--- config.mk ---
export PLATFORM = sky130hd
export DESIGN_NAME = score_bcd_ctrl
export DESIGN_NICKNAME = d
export VERILOG_FILES = /design/src/rtl/score_bcd_ctrl.sv
export SDC_FILE = /design/constraint.sdc
export NUM_CORES = 1
export LEC_CHECK = 0
export ABC_CLOCK_PERIOD_IN_PS = 11200
export BUFFER_PORTS_ARGS = -buffer_cell sky130_fd_sc_hd__buf_2
export CORE_MARGIN = 1.5
export CORE_UTILIZATION = 65
export CTS_BUF_LIST = sky130_fd_sc_hd__clkbuf_2 sky130_fd_sc_hd__clkbuf_4 sky130_fd_sc_hd__clkbuf_8
export CTS_CLUSTER_DIAMETER = 40
export DETAILED_ROUTE_END_ITERATION = 7
export PLACE_DENSITY = 0.88
export SYNTH_ARGS = -nofsm -noshare
export SYNTH_HDL_FRONTEND = slang
export SYNTH_SLANG_ARGS = --single-unit
--- constraint.sdc ---
create_clock -name clk -period 11.2 [get_ports clk]
set_input_delay 0.56 -clock clk [delete_from_list [all_inputs] [get_ports clk]]
set_output_delay 0.56 -clock clk [all_outputs]
set_load 0.02 [all_outputs]
--- src/rtl/score_bcd_ctrl.sv ---
// 4-digit BCD score keeper: serial digit-per-cycle add, atomic commit, saturation at 9999.
// Optional high-score tracking is built when HISCORE_EN is defined.
module score_bcd_ctrl #(
  parameter bit CLAMP_INVALID = 1'b1
) (
  input  logic       clk,
  input  logic       rst,
  input  logic       clear,
  input  logic       add_valid,
  output logic       add_ready,
  input  logic [7:0] add_pts,
  output logic [3:0] score_1,
  output logic [3:0] score_2,
  output logic [3:0] score_3,
  output logic [3:0] score_4,
  output logic       busy,
  output logic       done,
  output logic       saturated
`ifdef HISCORE_EN
  ,
  output logic [3:0] hi_1,
  output logic [3:0] hi_2,
  output logic [3:0] hi_3,
  output logic [3:0] hi_4
`endif
);

  typedef enum logic [2:0] {IDLE, ADD0, ADD1, ADD2, ADD3, COMMIT} state_t;

  state_t           state, state_nx;
  logic [3:0][3:0]  score;
  logic [3:0][3:0]  work;
  logic [3:0]       pts_lo, pts_hi;
  logic             carry;

  logic             accept;
  logic [1:0]       idx;
  logic [3:0]       cur_pts;
  logic [4:0]       sum;
  logic             over;
  logic [3:0]       dig;
  logic [15:0]      new_score;

  function automatic logic [3:0] clamp_digit(input logic [3:0] d);
    if (d > 4'd9) return CLAMP_INVALID ? 4'd9 : 4'd0;
    return d;
  endfunction

  assign add_ready = (state == IDLE) && !clear;
  assign busy      = (state != IDLE);
  assign accept    = add_valid && add_ready;

  assign score_1 = score[0];
  assign score_2 = score[1];
  assign score_3 = score[2];
  assign score_4 = score[3];

  always_comb begin
    state_nx = state;
    idx      = 2'd0;
    cur_pts  = 4'd0;
    case (state)
      IDLE:    if (accept) state_nx = ADD0;
      ADD0:    begin state_nx = ADD1; idx = 2'd0; cur_pts = pts_lo; end
      ADD1:    begin state_nx = ADD2; idx = 2'd1; cur_pts = pts_hi; end
      ADD2:    begin state_nx = ADD3; idx = 2'd2; end
      ADD3:    begin state_nx = COMMIT; idx = 2'd3; end
      COMMIT:  state_nx = IDLE;
      default: state_nx = IDLE;
    endcase
    if (clear) state_nx = IDLE;
  end

  // 4-bit wrap of (sum - 10) gives the correct digit for sums 10..19
  assign sum       = {1'b0, work[idx]} + {1'b0, cur_pts} + {4'd0, carry};
  assign over      = (sum > 5'd9);
  assign dig       = over ? (sum[3:0] - 4'd10) : sum[3:0];
  assign new_score = carry ? 16'h9999 : work;

`ifdef HISCORE_EN
  logic [3:0][3:0] hi;
  assign hi_1 = hi[0];
  assign hi_2 = hi[1];
  assign hi_3 = hi[2];
  assign hi_4 = hi[3];

  // Valid BCD orders the same as binary, so a plain 16-bit compare suffices
  always_ff @(posedge clk) begin
    if (rst) begin
      hi <= '0;
    end else if (!clear && state == COMMIT && new_score > hi) begin
      hi <= new_score;
    end
  end
`endif

  always_ff @(posedge clk) begin
    if (rst) begin
      state     <= IDLE;
      score     <= '0;
      work      <= '0;
      pts_lo    <= '0;
      pts_hi    <= '0;
      carry     <= 1'b0;
      saturated <= 1'b0;
      done      <= 1'b0;
    end else begin
      state <= state_nx;
      done  <= 1'b0;
      if (clear) begin
        score     <= '0;
        saturated <= 1'b0;
      end else begin
        case (state)
          IDLE: begin
            if (accept) begin
              work   <= score;
              pts_lo <= clamp_digit(add_pts[3:0]);
              pts_hi <= clamp_digit(add_pts[7:4]);
              carry  <= 1'b0;
            end
          end
          ADD0, ADD1, ADD2, ADD3: begin
            work[idx] <= dig;
            carry     <= over;
          end
          COMMIT: begin
            score <= new_score;
            done  <= 1'b1;
            if (carry) saturated <= 1'b1;
          end
          default: ;
        endcase
      end
    end
  end

endmodule
# Yosys cells after proc, flatten, opt, wreduce, memory -nomap -nowiden
# Cells that the tools add are included.
[op_classes]
addsub = 3
order_cmp = 5
eq_ne = 6
n_mux = 30
n_bitwise = 1
n_reduce_logical = 12
[op_table]
columns = ["operator", "count"]
rows = [
  ["$mux 16", 2],
  ["$pmux 16 s2", 1],
  ["$mux 4", 7],
  ["$bwmux 16", 1],
  ["$pmux 3 s5", 1],
  ["$mux 1", 12],
  ["$bmux 4 s2", 1],
  ["$demux 4 s2", 1],
  ["$gt 4x4->1 const B", 2],
  ["$pmux 4 s2", 1],
  ["$eq 3x2->1 const B", 2],
  ["$eq 3x3->1 const B", 2],
  ["$pmux 2 s3", 1],
  ["$reduce_and 3->1", 2],
  ["$add 4x4->5", 1],
  ["$add 5x1->5", 1],
  ["$gt 5x4->1 const B", 1],
  ["$reduce_or 4->1", 1],
  ["$sub 4x4->4 const B", 1],
  ["$eq 3x1->1 const B", 1],
  ["$logic_and 1x1->1", 3],
  ["$logic_not 3->1", 1],
  ["$lt 2x3->1 const B", 1],
  ["$mux 3", 1],
  ["other kinds (9)", 9],
]
[word_totals]
reg_bits = 46
inputBits = 12
output_inout_bits = 20

# Longest topological paths before layout
# Gate-level depths: netlist (run 1).
[logic_depth]
depth_word = 10
ltp_mapped = 16
depth_no_buf = 13

# Least setup slack after synthesis (run 1)
# No wires, ideal clock.
[synth_timing]
kind = "reg-to-reg"
startpoint = "register state[2]"
endpoint = "register work[2] (netlist name)"
setup_time_ns = 0.079
arrival_ns = 3.595
t_required_ns = 11.121
slack_ns = 7.526
stages_incl_launch_ff = 15
synth_period_minus_slack_ns = 3.674
cell_sequence = "dfxtp_1 buf_2 clkbuf_1 clkbuf_1 o21ai_0 fa_1 inv_1 fa_1 clkbuf_1 inv_1 ha_1 a22oi_4 a31oi_4 mux2_4 a211oi_2"
[synth_between]
elab_chain_cells = 10
elab_cells_between_ends = 27
[synth_lines]
columns = ["item", "line", "text"]
rows = [
  ["from (decl)", "30", "state_t state, state_nx;"],
  ["from (signal assigned)", "108", "state <= state_nx;"],
  ["$eq 3x3->1 or $eq 3x2->1 (tied branches)", "62, 114", ""],
  ["$pmux 2 s3", "62", "case (state)"],
  ["$bmux 4 s2", "75", "assign sum = {1'b0, work[idx]} + {1'b0, cur_pts} + {4'd0, carry};"],
  ["$mux 4 (not written as such)", "75", ""],
  ["$add 4x4->5", "75", ""],
  ["$add 5x1->5", "75", ""],
  ["$sub 4x4->4 or $gt 5x4->1 (tied branches)", "77, 76", ""],
  ["$mux 4", "77", "assign dig = over ? (sum[3:0] - 4'd10) : sum[3:0];"],
  ["$bwmux 16", "124", "work[idx] <= dig;"],
  ["$pmux 16 s2", "114", "case (state)"],
  ["to (signal assigned)", "117", "work <= score;"],
  ["to (signal, indexed assignment)", "124", ""],
  ["to (decl)", "32", "logic [3:0][3:0] work;"],
]
# Several ways; a longest one is shown, not always the timed one. The select of a mux whose other input is x is not followed.
# A chain may end at the register's enable or synchronous reset.

# Worst setup path in the final report (run 1)
[layout_timing]
startpoint = "register state[0]"
endpoint = "register work[2] (netlist name)"
# Same word-level chain as after synthesis.

==> impl_metrics.toml, run 1 <==
[sta]
hold_violations = 0
worst_pin_slew_ps = 1010
period_needed_ps = 4660
fin_skew_ps = 7.78
max-slew-margin-rel_pct = 32.9
final-setup-viol-count = 0
max_freq_ghz = 0.215
setup-tns-final_ps = 0
fin_crit_sh_pct = 41.6
rsz0062_at_grt = "false"
final_max_slew_viol_count = 0

[final_layout]
drive_gt1_share_pct = 14.7
num-nets-final = 356
area_delta_synth_final_pct = 7.81
antenna_cells = 0

[grt]
grt_max_degree = 34
grt_overflow_total = 0
grt_pass1_wl_mm = 11.5
grt_antenna_before_repair = 0
grt_pass1_vias = 2297
grt_util_all_layers_pct = 34.9

[setup_path]
crit_path_max_fanout = 23
crit_path_start_kind = "flop"
crit_required_ps = 11430
worstSetupPathType = "reg -> reg"
crit_arrival_ps = 4890
crit_path_end_kind = "flop"

[drt]
wl_per_cell_um = 18.5
first_iter_violations = 346
drc = 0
dr.pass1.iters = 6
vias = 2575
antenna_left = 0
vias_per_cell = 6.65
postRouteWirelength_mm = 7.17

[min_path]
hp-class = "reg -> reg"

[logic_synthesis]
postSynthCellCount = 324
synthArstFlopShare_pct = 0
syn_area_per_cell_sq_um = 8.06
synth_cell_types = 56
ys_seq_area_share_pct = 35.3
synth_nets = 342
yosys_warnings = 0
synth_edf_count = 0
synth_ff_type = "dfxtp_1"
synth-seq-cells = 46
yosysTopAreaCell = "dfxtp_1"
netlist_area_sq_um = 2610
yosysTopAreaCellShare_pct = 35.3
yosys-top-cells-area = "dfxtp_1, a21oi_1, nor2_1"

[power_and_ir_drop]
power.internal_mw = 0.237
vdd_drop_max_v = 0.0000912
p_per_area_nw_per_um2 = 119
power_frac_comb_pct = 16.1
p_total_mw = 0.335
leakagePower_nw = 1.12
p_seq_share_pct = 51.9
pwr-share-clk_pct = 32.0
power.switching_mw = 0.0985
swShare_pct = 29.3

[die]
die_w_um = 66.4
initial_utilization_pct = 69.2
die-height_um = 66.4
num_rows = 22
core_area_sq_um = 3770
io_pins = 32
die_area_sq_um = 4400

[clocking]
cts-resized-gates = 0
clk_latency_ps = 300
htreeDepth = 2
cts.sinks = 46
clockBufferDepth = 2
postCtsSetupBuffers = 0
cts.reportedPaths.clkPinSlew_ps = 90
cts_root_buf = "clkbuf_8"
cts_tree = "built"
holdBufCountCts = 0
cts_made_buffers = 5

[placed_design]
numPortBuffers = 31
dp_hpwl_mm = 5.01
gp_congestion = 0.999

[run_status]
outcome = "completed"

[flow_run]
drv_cap = 0
-- worst max-delay path, cell delays in order, from the launching register on --
cell	delay, ps
dfxtp_1	880
nor2b_1	400
nor2b_1	470
a22oi_1	180
fa_1	460
inv_1	90
fa_1	570
inv_1	240
ha_1	320
a22oi_4	140
a31oi_4	260
mux2_4	350
a211oi_2	210
-- layer usage --
metal / GRT usage, % / up-vias / share of wire, %
li1: - / 1211 / -
met1: 47.7 / 1184 / 42
met2: 52.4 / 155 / 44
met3: 9.03 / 25 / 11
met4: 13.5 / 0 / 2.6
met5: 0 / - / 0
-- registers in the layout, indices dropped and copies added, names as in the netlist --
name and cells:
score_4 4, done 1, pts_lo 4, work 16
score_3 4, score_1 4, pts_hi 4, carry 1
state 3, saturated 1, score_2 4
-- layout by cell type (no fill, tap or decap), drive strengths merged, types with 5 or more instances in the layout --
cell / synthesis / final
nand2: 15 / 15
a21o: 5 / 5
and3: 7 / 7
clkbuf: 16 / 6
a211oi: 6 / 6
dfxtp: 46 / 46
nor3: 26 / 26
inv: 8 / 8
a31oi: 5 / 5
buf: 8 / 31
nor2b: 7 / 7
nand3: 7 / 7
nor2: 39 / 39
mux2i: 6 / 6
o21ai: 26 / 26
a21oi: 34 / 34
-- through the flow --
| stage | worst slack, ps | utilization, % | std cells | hold WS (ps) | cell area (sq um) |
|---|---|---|---|---|---|
| finish | 6540 | 74.6 | 387 | 472 | 2810 |
| global route | 6310 | 74.6 | 387 | 498 | 2810 |
| CTS | 6650 | 74.6 | 387 | 466 | 2810 |
| detailed placement | 6680 | 72.1 | 379 | 455 | 2720 |
| global placement | 6920 | 72.1 | 379 | 446 | 2720 |
| floorplan | 7530 | - | 324 | 436 | 2610 |
-- power by group through the flow --
stage               combinational (mW)  clock (mW)  sequential [mW]
finish                          0.0539       0.107            0.174
floorplan                       0.0420           0            0.175
global route                    0.0584       0.113            0.175
global placement                0.0507           0            0.178
detailed placement              0.0523           0            0.178
CTS                             0.0525       0.106            0.174
-- Yosys cell counts (3+ instances only) --
master    count
dfxtp_1      46
nor2_1       39
a21oi_1      33
nor3_1       26
o21ai_0      21
clkbuf_1     16
nand2_1      15
inv_1         8
and3_1        7
buf_2         7
nand3_1       7
nor2b_1       7
mux2i_1       6
a21o_1        5
a211oi_1      4
a22o_1        4
a31oi_1       4
ha_1          4
nor3b_1       4
o21ai_1       4
or3_1         4
and2_1        3
o211ai_1      3
o21a_1        3
-- layout make-up --
| type | count | area [sq um] |
|---|---|---|
| sequential | 46 | 921 |
| inverter | 8 | 30.0 |
| timing repair buffer | 31 | 155 |
| tap | 48 | 60.1 |
| fill | 296 | 957 |
| clock buffer | 6 | 82.6 |
| multi-input combinational | 246 | 1550 |
| clock inverter | 2 | 12.5 |
-- worst paths after layout --
kind | end | start | cells after the start | slack, ps
hold / removal | pts_hi[3]$_SDFFE_PP0P_ | pts_hi[3]$_SDFFE_PP0P_ | 2 | 470
setup reg to reg | work[2]$_SDFFE_PP0P_ | state[0]$_SDFFE_PP0N_ | 12 | 6540
hold reg to reg | pts_hi[3]$_SDFFE_PP0P_ | pts_hi[3]$_SDFFE_PP0P_ | 2 | 470
setup / recovery | work[2]$_SDFFE_PP0P_ | state[0]$_SDFFE_PP0N_ | 12 | 6540
-- logic make-up (layout without fill, tap and decap cells) --
family                   after synthesis  after routing  share of synthesized area (%)
multiplexers                           7              7                           2.88
adder cells (fa/ha/maj)                6              6                           3.45
AND/OR/NAND/NOR                      124            124                           24.0
flip-flops                            46             46                           35.3
XOR/XNOR                               2              2                          0.671
AO/OA/AOI/OAI                        107            107                           28.5
buffers and inverters                 32             47                           5.23
Note: power is estimated with default switching activity, not from simulation.
==> run 2, diff against run 1 <==
ABC_CLOCK_PERIOD_IN_PS = 4460   (was 11200)
CORE_UTILIZATION = 60   (was 65)
PLACE_DENSITY = 0.82   (was 0.88)
clock period = 4.46 ns   (was 11.2 ns; I/O delays follow)
==> run 2 against run 1 <==
Die area increased by 8.0%. Global-route usage is 3.2 points lower. Non-clock buffer count up 6. Sequential share of layout area decreased by 0.49 points. Clock power grew 150%. Critical path depth rose by 1. Worst setup slack got worse by 6000 ps. Routed wire length fell by 1.1%.
==> impl_metrics.toml, run 2 (same netlist as run 1, synthesis figures left out) <==
[run_status]
outcome = "completed"

[die]
core_area_sq_um = 4090
io_pins = 32
die_area_sq_um = 4750
die_w_um = 69.0
initial_utilization_pct = 63.9
num_rows = 23
die-height_um = 69.0

[sta]
max-slew-margin-rel_pct = 55.6
fin_skew_ps = 5.00
max_freq_ghz = 0.258
rsz0062_at_grt = "false"
worst_pin_slew_ps = 665
final_max_slew_viol_count = 0
holdWs_ps = 211
final-setup-viol-count = 0
fin_crit_sh_pct = 86.9
setup-tns-final_ps = 0
period_needed_ps = 3880
hold_violations = 0

[drt]
wl_per_cell_um = 17.9
first_iter_violations = 274
drc = 0
dr.pass1.iters = 5
vias = 2558
postRouteWirelength_mm = 7.09
antenna_left = 0
vias_per_cell = 6.48

[flow_run]
drv_cap = 0

[min_path]
hold-path-endpoint = "pts_hi[3]$_SDFFE_PP0P_"
holdCritStartpoint = "add_pts[7]"
min_path_cells = 3
hp-class = "in -> reg"

[clocking]
cts-resized-gates = 0
cts.sinks = 46
htreeDepth = 2
postCtsSetupBuffers = 0
clockBufferDepth = 2
holdBufCountCts = 0
cts.reportedPaths.clkPinSlew_ps = 90
cts_tree = "built"
clk_latency_ps = 310
cts_made_buffers = 5
cts_root_buf = "clkbuf_8"

[final_layout]
final_common_cell = "dfxtp_1"
antenna_cells = 0
largest-register = "work"
final_cell_mix = "dfxtp_1, nor2_1, a21oi_1"
area_delta_synth_final_pct = 9.44
largest_reg_flops = 16
drive_gt1_share_pct = 16.2
num-nets-final = 362

[power_and_ir_drop]
p_per_area_nw_per_um2 = 294
vdd_drop_max_v = 0.000176
leakagePower_nw = 1.15

[setup_path]
slowest_stage = "fa_1"
cpPeakStageDelay_ps = 720
crit_required_ps = 4650
crit_path_end_kind = "flop"
regToRegStartpoint = "state[0]$_SDFFE_PP0N_"
r2r_cells = 13
crit_path_start_kind = "flop"
crit_arrival_ps = 4070
timing.critical_path.buf_inv = 3
worstSetupPathType = "reg -> reg"
reg2reg_setup_slack_ps = 580
r2r_end = "work[15]$_SDFFE_PP0P_"
cp_top_family = "compound AO/OA/AOI/OAI gates"
crit_path_max_fanout = 19
crit_chain = "buf_4 > mux2i_1 > a21oi_1 > o21ai_0 > fa_1 > inv_1 > fa_1 > inv_1 > ha_1 > a22o_1 > a21o_1 > a21oi_1 > o21ai_1"

[grt]
grt_max_degree = 30
grt_antenna_before_repair = 0
grt_pass1_wl_mm = 10.9
grt_util_all_layers_pct = 31.7
grt_pass1_vias = 2172
grt_overflow_total = 0

[placed_design]
numPortBuffers = 31
gp_congestion = 0.938
dp_hpwl_mm = 5.05
==> run 2: cell types whose count changed in the layout (fill, tap and decap cells not counted) <==
cell	previous run	this run
clkbuf_4	0	1
buf_4	0	6
clkinvlp_4	1	0
clkinv_4	0	1
clkbuf_8	6	5
==> run 2: area by class of cell <==
class	instances	area (sq um)
clock buffers	6	76.3
clock inverters	2	13.8
fillers	346	1230
inverters	8	30.0
multi-input cells	246	1550
flip-flops and latches	46	921
well taps	50	62.6
repair buffers	37	200
==> run 2: report_power, final <==
part           internal (mW)  switching [mW]
combinational         0.0497          0.0908
sequential             0.423          0.0109
clock                  0.117           0.149
total                  0.589           0.250
==> run 2: worst max path at each step <==
stage | startpoint | endpoint | slack [ps] | depth (start not counted)
floorplan | state[2]$_SDFFE_PP0N_ | work[2]$_SDFFE_PP0P_ | 790 | 14
global placement | state[0]$_SDFFE_PP0N_ | work[2]$_SDFFE_PP0P_ | 750 | 13
detailed placement | state[1]$_SDFFE_PP0N_ | work[15]$_SDFFE_PP0P_ | 690 | 13
CTS | state[0]$_SDFFE_PP0N_ | work[15]$_SDFFE_PP0P_ | 670 | 13
global route | state[1]$_SDFFE_PP0N_ | work[7]$_SDFFE_PP0P_ | 370 | 13
finish | state[0]$_SDFFE_PP0N_ | work[15]$_SDFFE_PP0P_ | 580 | 13
==> run 2: stage by stage <==
step	power [mW]	cells	utilization [%]	cell area, sq um	worst slack, ps
floorplan	0.544	324	-	2610	786
global placement	0.578	387	67.7	2770	753
detailed placement	0.579	387	67.7	2770	687
CTS	0.834	395	69.9	2860	670
global route	0.868	395	69.9	2860	367
finish	0.840	395	69.9	2860	582
==> run 2: worst register-to-register path, stage by stage (launching register included) <==
cell,delay (ps)
dfxtp_1,390
buf_4,280
mux2i_1,240
a21oi_1,80
o21ai_0,280
fa_1,260
inv_1,60
fa_1,720
inv_1,200
ha_1,300
a22o_1,320
a21o_1,200
a21oi_1,310
o21ai_1,120
==> run 2: routing by layer <==
layer / global-route usage [%] / vias to the layer above / routed length [um]
li1: - / 1225 / -
met1: 43.3 / 1191 / 3260
met2: 50.8 / 127 / 3170
met3: 6.17 / 15 / 546
met4: 9.31 / 0 / 110
met5: 0 / - / 0
